### config.mk
export PLATFORM = sky130hd
export DESIGN_NAME = fpnew_lane_div_iter_flat
export DESIGN_NICKNAME = d
export VERILOG_FILES = /design/src/rtl/fpnew_lane_div_iter_if.sv /design/src/rtl/fpnew_lane_div_iter.sv /design/src/flat_wrapper.sv
export SDC_FILE = /design/constraint.sdc
export NUM_CORES = 1
export LEC_CHECK = 0
export ABC_CLOCK_PERIOD_IN_PS = 3700
export CAP_MARGIN = 25
export CORE_ASPECT_RATIO = 0.75
export CORE_UTILIZATION = 54
export DETAILED_ROUTE_END_ITERATION = 10
export PLACE_DENSITY = 0.84
export SLEW_MARGIN = 0
export SYNTH_ARGS = -nofsm -noshare
export SYNTH_HDL_FRONTEND = slang
export SYNTH_SLANG_ARGS = --single-unit
### constraint.sdc
create_clock -name clk_i -period 3.7 [get_ports clk_i]
set_clock_uncertainty 0.15 [all_clocks]
set_input_delay 0.555 -clock clk_i [delete_from_list [all_inputs] [get_ports clk_i]]
set_output_delay 0.555 -clock clk_i [all_outputs]
set_load 0.1 [all_outputs]
### src/rtl/fpnew_lane_div_iter_if.sv
// Lane divider handshake and data bundle between the aux FSM chain and the iterative divider.
interface fpnew_lane_div_iter_if #(
    parameter int MantWidth = 24
);
    logic                   flush_i;
    logic                   start_i;
    logic [MantWidth-1:0]   dividend_i;
    logic [MantWidth-1:0]   divisor_i;
    logic                   ready_o;
    logic [MantWidth+1:0]   quotient_o;
    logic                   sticky_o;

    modport master (
        output flush_i, start_i, dividend_i, divisor_i,
        input  ready_o, quotient_o, sticky_o
    );

    modport slave (
        input  flush_i, start_i, dividend_i, divisor_i,
        output ready_o, quotient_o, sticky_o
    );
endinterface

### src/rtl/fpnew_lane_div_iter.sv
// Iterative radix-2 restoring mantissa divider for one FPU lane.
// Define FPNEW_DIV_ITER_UNROLL2_EN to retire two quotient bits per cycle.
module fpnew_lane_div_iter #(
    parameter int MantWidth = 24
) (
    input  logic                  clk_i,
    input  logic                  rst_i,
    fpnew_lane_div_iter_if.slave  bus
);
    localparam int QuotWidth = MantWidth + 2;
`ifdef FPNEW_DIV_ITER_UNROLL2_EN
    localparam int NumIter = (QuotWidth + 1) / 2;
`else
    localparam int NumIter = QuotWidth;
`endif
    localparam int CntW = $clog2(NumIter + 1);

    localparam logic [0:0] IDLE = 1'b0;
    localparam logic [0:0] BUSY = 1'b1;

    logic [0:0]            state_q;
    logic [CntW-1:0]       cnt_q;
    logic [MantWidth:0]    rem_q;
    logic [MantWidth-1:0]  dsr_q;
    logic [QuotWidth-1:0]  quot_q;

    logic [MantWidth+1:0]  step_a;
    logic [MantWidth:0]    rem_d;
    logic [QuotWidth-1:0]  quot_d;

    // Returns {quotient bit, shifted partial remainder}.
    function automatic logic [MantWidth+1:0] div_step(
        input logic [MantWidth:0]   rem,
        input logic [MantWidth-1:0] dsr
    );
        logic signed [MantWidth+1:0] trial;
        logic                        q;
        logic [MantWidth:0]          r;
        trial = $signed({1'b0, rem}) - $signed({2'b00, dsr});
        q     = ~trial[MantWidth+1];
        r     = q ? trial[MantWidth:0] : rem;
        return {q, r[MantWidth-1:0], 1'b0};
    endfunction

`ifdef FPNEW_DIV_ITER_UNROLL2_EN
    logic [MantWidth+1:0]  step_b;

    always_comb begin
        step_a = div_step(rem_q, dsr_q);
        step_b = div_step(step_a[MantWidth:0], dsr_q);
        // Odd quotient widths leave a single bit for the last cycle.
        if ((QuotWidth % 2 == 1) && (cnt_q == CntW'(1))) begin
            rem_d  = step_a[MantWidth:0];
            quot_d = {quot_q[QuotWidth-2:0], step_a[MantWidth+1]};
        end else begin
            rem_d  = step_b[MantWidth:0];
            quot_d = {quot_q[QuotWidth-3:0], step_a[MantWidth+1], step_b[MantWidth+1]};
        end
    end
`else
    always_comb begin
        step_a = div_step(rem_q, dsr_q);
        rem_d  = step_a[MantWidth:0];
        quot_d = {quot_q[QuotWidth-2:0], step_a[MantWidth+1]};
    end
`endif

    always_ff @(posedge clk_i) begin
        if (rst_i) begin
            state_q <= IDLE;
            cnt_q   <= '0;
            rem_q   <= '0;
            quot_q  <= '0;
        end else if (bus.flush_i) begin
            state_q <= IDLE;
            cnt_q   <= '0;
        end else if (bus.start_i) begin
            state_q <= BUSY;
            cnt_q   <= CntW'(NumIter);
            rem_q   <= {1'b0, bus.dividend_i};
            quot_q  <= '0;
        end else if (state_q == BUSY) begin
            rem_q  <= rem_d;
            quot_q <= quot_d;
            cnt_q  <= cnt_q - CntW'(1);
            if (cnt_q == CntW'(1)) begin
                state_q <= IDLE;
            end
        end
    end

    always_ff @(posedge clk_i) begin
        if (bus.start_i && !bus.flush_i && !rst_i) begin
            dsr_q <= bus.divisor_i;
        end
    end

    assign bus.ready_o    = (state_q == IDLE);
    assign bus.quotient_o = quot_q;
    assign bus.sticky_o   = |rem_q;
endmodule

### src/flat_wrapper.sv
// flat-port wrapper written by rule: the top's interface ports become plain ports
module fpnew_lane_div_iter_flat 
#(
    parameter int MantWidth = 24
)
  (clk_i, rst_i, bus_flush_i, bus_start_i, bus_dividend_i, bus_divisor_i, bus_ready_o, bus_quotient_o, bus_sticky_o);
  fpnew_lane_div_iter_if #(.MantWidth(MantWidth)) bus_i ();
  input  logic clk_i;
  input  logic rst_i;
  input wire logic [$bits(bus_i.flush_i)-1:0] bus_flush_i;
  input wire logic [$bits(bus_i.start_i)-1:0] bus_start_i;
  input wire logic [$bits(bus_i.dividend_i)-1:0] bus_dividend_i;
  input wire logic [$bits(bus_i.divisor_i)-1:0] bus_divisor_i;
  output wire logic [$bits(bus_i.ready_o)-1:0] bus_ready_o;
  output wire logic [$bits(bus_i.quotient_o)-1:0] bus_quotient_o;
  output wire logic [$bits(bus_i.sticky_o)-1:0] bus_sticky_o;
  assign bus_i.flush_i = bus_flush_i;
  assign bus_i.start_i = bus_start_i;
  assign bus_i.dividend_i = bus_dividend_i;
  assign bus_i.divisor_i = bus_divisor_i;
  assign bus_ready_o = bus_i.ready_o;
  assign bus_quotient_o = bus_i.quotient_o;
  assign bus_sticky_o = bus_i.sticky_o;
  fpnew_lane_div_iter #(.MantWidth(MantWidth)) u_core (.clk_i(clk_i), .rst_i(rst_i), .bus(bus_i));
endmodule
* Yosys cells after proc, flatten, opt, wreduce, memory -nomap -nowiden *
Cells that the tools add are included.
W data, S select, Z words.

operators by class
  add/sub/neg operators = 2
  div/mod/pow operators = 0
  bitwise gates (word level) = 3
  multiply operators = 0
  multiplexer cells = 10
  shifts and indexed selects = 0
  equal/unequal tests = 1
  order comparisons = 0
  reductions and logical operators = 9

operators by type and width
  operator               count
  $mux W26               2
  $mux W25               2
  $sub A25 B24 Y26       1
  $reduce_or A25 Y1      1
  $mux W24               1
  $mux W5                2
  $eq A5 B1 Y1 const B   1
  $sub A5 B1 Y5 const B  1
  $mux W1                3
  $not A1 Y1             3
  $reduce_or A3 Y1       1
  $logic_and A1 B1 Y1    2
  $logic_not A1 Y1       2
  $reduce_and A2 Y1      1
  $reduce_bool A2 Y1     1
  $reduce_or A2 Y1       1

word-level totals
  input bits = 52
  memories kept = 0
  logic and storage cells = 31
  output and inout port bits = 28
  latch bits = 0
  memory bits (read-only) = 0
  bits in writable memories = 0
  register bits after elaboration = 81

* Longest topological paths before layout *
  word-level depth = 4
  mapped depth = 12
  gate-level depth less buffers = 11

* Worst setup path after synthesis *
Ideal clock, no wire load.

  kind = input port to flip-flop
  start = input bus_start_i
  end = register u_core.dsr_q[0], enable pin
  arrival = 2.526 ns
  slack = 0.586 ns
  stages on the path = 3
  cells stage by stage = inv_1 -> clkbuf_1 -> nor3_1

on the way
  cells in the longest elaborated chain, start to end = 2

ends and longest elaborated chain
  item                               line                       RTL
  from (decl)                        flat_wrapper.sv:11         input wire logic [$bits(bus_i.start_i)-1:0] bus_start_i;
  $logic_and A1 B1 Y1 (2 in series)  fpnew_lane_div_iter.sv:93  if (bus.start_i && !bus.flush_i && !rst_i) begin
  to (signal assigned)               fpnew_lane_div_iter.sv:94  dsr_q <= bus.divisor_i;
  to (decl)                          fpnew_lane_div_iter.sv:24  logic [MantWidth-1:0] dsr_q;

Every way passes these cells.
A chain may end at the register's enable or synchronous reset.

* Final worst setup path *
  start = register u_core.dsr_q[1]
  end = register u_core.rem_q[7]

on the way
  cells in the longest elaborated chain, start to end = 4

ends and longest elaborated chain
  item                  line                       RTL
  $sub A25 B24 Y26      fpnew_lane_div_iter.sv:39  trial = $signed({1'b0, rem}) - $signed({2'b00, dsr});
  $mux W24              fpnew_lane_div_iter.sv:41  r = q ? trial[MantWidth:0] : rem;
  $mux W25              fpnew_lane_div_iter.sv:82  end else if (state_q == BUSY) begin
  $mux W25              fpnew_lane_div_iter.sv:77  end else if (bus.start_i) begin
  to (signal assigned)  fpnew_lane_div_iter.sv:80  rem_q <= {1'b0, bus.dividend_i};
  to (signal assigned)  fpnew_lane_div_iter.sv:83  rem_q <= rem_d;
  to (decl)             fpnew_lane_div_iter.sv:23  logic [MantWidth:0] rem_q;

Every way passes these cells. The select of a mux whose other input is x is not followed.

==> reports/qor.csv <==
stage;metric;value;unit
run_status;status;complete, no violations;
sta;unrepaired setup endpoints after global routing;false;
global_route;first-pass GRT wire length;21.0;mm
place;DP Worst Slack;0.297;ns
die;die area;0.00910;mm²
detailed_routing;DR WL/cell;17.7;µm
cells_and_area;area delta synth->final;26.1;%
yosys;Seq/Total Area, Yosys;39.5;%
yosys;flop and latch count out of synthesis;81;
worst_setup_path;critical path data required time;3.76;ns
clock_network;H-tree level count;3;
clock_network;Worst-Skew Late Latency;0.34;ns
yosys;Post-Syn Area per Cell;8.74;µm²
sta;Final Slew Violations;0;
die;Vert. Die Dim;82.9;µm
pwr;sequential power share;40.5;%
yosys;Post-Syn Instances;539;
worst_hold_path;Hold WC Path Type;reg -> reg;
pwr;internal power;1.75;mW
cells_and_area;filler cell count;674;
sta;Hold Slack;0.342;ns
clock_network;cts-stage hold buffer count;0;
clock_network;Clock Tree Root;clkbuf_16;
pwr;Pleak;2.44;nW
yosys;complex-gate fraction of the synthesized area;23.4;%
pwr;combinational share of power;18.9;%
global_route;met3 usage;7.38;%
global_route;global route overflow;0;
yosys;Adder-Cell Fraction of Synth Area;7.33;%
yosys;number of enable flip-flop cells after synthesis;24;
pwr;Pwr Density;407;mW/mm²
pwr;clock share of power;40.6;%
pwr;Sw Share;27.4;%
die;Top Ports;80;
place;DP HPWL;9.00;mm
pwr;Power Total;2.41;mW
die;Die W;110;µm
yosys;largest family of logic cells by synthesized area;compound AO/OA/AOI/OAI gates;
clock_network;CTS tree;done;
worst_setup_path;WS Path Type;reg -> reg;
cells_and_area;post-route insts no fill;725;
yosys;Syn Nets;618;
detailed_routing;Starting DRT DRC Count;454;
place;GPL Wtd Cong;0.982;
global_route;layer with the highest usage;met2;
clock_network;# Post-CTS Setup Buffers;0;
yosys;Synth Flop Type;dfxtp_1;
worst_setup_path;critical path arrival;3.54;ns
global_route;vias in the first global route;4273;
worst_setup_path;CP Max Fanout;14;
detailed_routing;TritonRoute pass-1 iters;5;
yosys;cell area after synthesis;0.00471;mm²
worst_setup_path;Crit. End Element;flip-flop;
sta;fin crit period;3.48;ns
yosys;XOR/XNOR Fraction of Synth Area;3.53;%
cells_and_area;layout cells sized above 1;7.13;%
worst_setup_path;crit start category;flip-flop;
detailed_routing;vias per std cell;6.22;
yosys;post-synthesis mux area share;2.13;%
global_route;largest net degree at the start of global routing;47;
sta;PnR worst setup slack;0.222;ns
cells_and_area;most common cell after layout, fill and taps aside;clkdlybuf4s50_1;
cells_and_area;# diodes;0;
clock_network;clock sink count;81;
clock_network;Max clock buf depth;2;
yosys;Yosys top cell by area;dfxtp_1;
yosys;post-synthesis simple-gate area fraction;17.9;%
yosys;Area contributors post-synth;dfxtp_1, edfxtp_1, ha_1;
die;starting density of the core;55.7;%
detailed_routing;Routed Antenna Nets;0;
place;port bufs;79;
sta;fmax;0.288;GHz
global_route;met1 Usage GRT;40.0;%
sta;Max transition margin;33.2;%
place;placed inst area;0.00561;mm²
sta;Final Hold Vio Count;0;
yosys;Synth async-reset ratio;0;%
detailed_routing;DRC;0;
place;# placed instances;709;
clock_network;TritonCTS Buffers;9;
sta;final setup TNS;0;ns
clock_network;clk slew on worst S/H paths;0.06;ns
sta;count of final setup violators;0;
pwr;Worst IR Drop VDD;0.407;mV
die;Core Region;0.00845;mm²
clock_network;Gates resized, CTS repair;0;
yosys;post-synthesis cell type count;66;
sta;worst-margin pin slew;0.999;ns
cells_and_area;final instance area;0.00594;mm²
cells_and_area;nets;691;
die;num rows;29;
job;Max-cap violations;0;
pwr;Psw;0.661;mW
cells_and_area;most frequent cells in the layout;clkdlybuf4s50_1, dfxtp_1, nor2_1;
detailed_routing;vias after detailed routing;4512;
global_route;initial antenna violation count;0;
yosys;synth warn;0;
global_route;Total GRT Usage;29.7;%
detailed_routing;Detailed Route WL;12.8;mm
sta;period utilisation layout;94.0;%
yosys;Synth top area share;24.2;%
cells_and_area;Final Util;70.2;%
global_route;routing usage on met2;46.0;%
[worst max-delay path: stages (launching register included)]
cell       delay (ns)
edfxtp_1         0.38
inv_1            0.06
ha_1             0.26
nor2b_1          0.19
o2111ai_1        0.20
a21oi_4          0.27
o2111ai_2        0.22
a211oi_4         0.40
or2_1            0.62
buf_4            0.32
mux2i_1          0.22
o21ai_1          0.07
[path summary, 6_finish.rpt]
| check | from | end | slack, ns | depth (start not counted) |
|---|---|---|---|---|
| setup / recovery | u_core.dsr_q[1] | u_core.rem_q[7] | 0.22 | 11 |
| hold / removal | u_core.bus.quotient_o[25] | u_core.bus.quotient_o[25] | 0.34 | 2 |
| setup reg to reg | u_core.dsr_q[1] | u_core.rem_q[7] | 0.22 | 11 |
| hold reg to reg | u_core.bus.quotient_o[25] | u_core.bus.quotient_o[25] | 0.34 | 2 |
[routing by layer]
layer | routed length, µm | part of all wire, %
met1 | 5570 | 44
met2 | 5770 | 45
met3 | 1170 | 9.1
met4 | 286 | 2.2
met5 | 0 | 0
[area by class of cell]
type	instances	area, µm²	share of cell area, %
clock buffer	10	239	4.02
multi-input combinational	387	2570	43.3
tap	108	135	2.28
inverter	39	146	2.47
clock inverter	6	88.8	1.50
timing repair buffer	94	896	15.1
sequential	81	1860	31.4
[state kept, by name (all words and copies together) (netlist names)]
name,count
u_core.state_q,1
u_core.rem_q,25
u_core.bus.quotient_o,26
u_core.cnt_q,5
u_core.dsr_q,24
[synth_stat cells (3+ instances only)]
| library cell | count |
|---|---|
| edfxtp_1 | 24 |
| xnor2_1 | 10 |
| nand2_1 | 30 |
| dfxtp_1 | 57 |
| mux2i_1 | 10 |
| nand4_1 | 4 |
| a21boi_0 | 3 |
| nor2_1 | 52 |
| a21o_1 | 7 |
| nor2b_1 | 4 |
| o211ai_1 | 5 |
| nor3_1 | 20 |
| xor2_1 | 9 |
| a21oi_1 | 48 |
| a31oi_1 | 10 |
| inv_1 | 39 |
| o21a_1 | 9 |
| o21bai_1 | 3 |
| clkbuf_1 | 25 |
| a22oi_1 | 4 |
| nor4_1 | 6 |
| and3_1 | 33 |
| o32ai_1 | 3 |
| or4_1 | 3 |
| or3_1 | 6 |
| o21ai_0 | 25 |
| a311oi_1 | 3 |
| ha_1 | 26 |
| o21ai_1 | 6 |
[power by group through the flow]
| stage | Clock, mW | Sequential (mW) | Combinational [mW] |
|---|---|---|---|
| global route | 1.03 | 0.982 | 0.493 |
| floorplan | 0 | 0.988 | 0.305 |
| CTS | 0.988 | 0.977 | 0.446 |
| detailed placement | 0 | 0.996 | 0.441 |
| finish | 0.981 | 0.979 | 0.455 |
| global placement | 0 | 0.994 | 0.430 |
[logic make-up (layout without fill, tap and decap cells)]
family          after synthesis  in the layout
xor+xnor                     19             19
buf+inv                      71            149
compound gates              162            162
mux                          10             10
flops                        81             81
simple gates                169            169
fa+ha+maj                    27             27
Note: power is estimated with default switching activity, not from simulation.
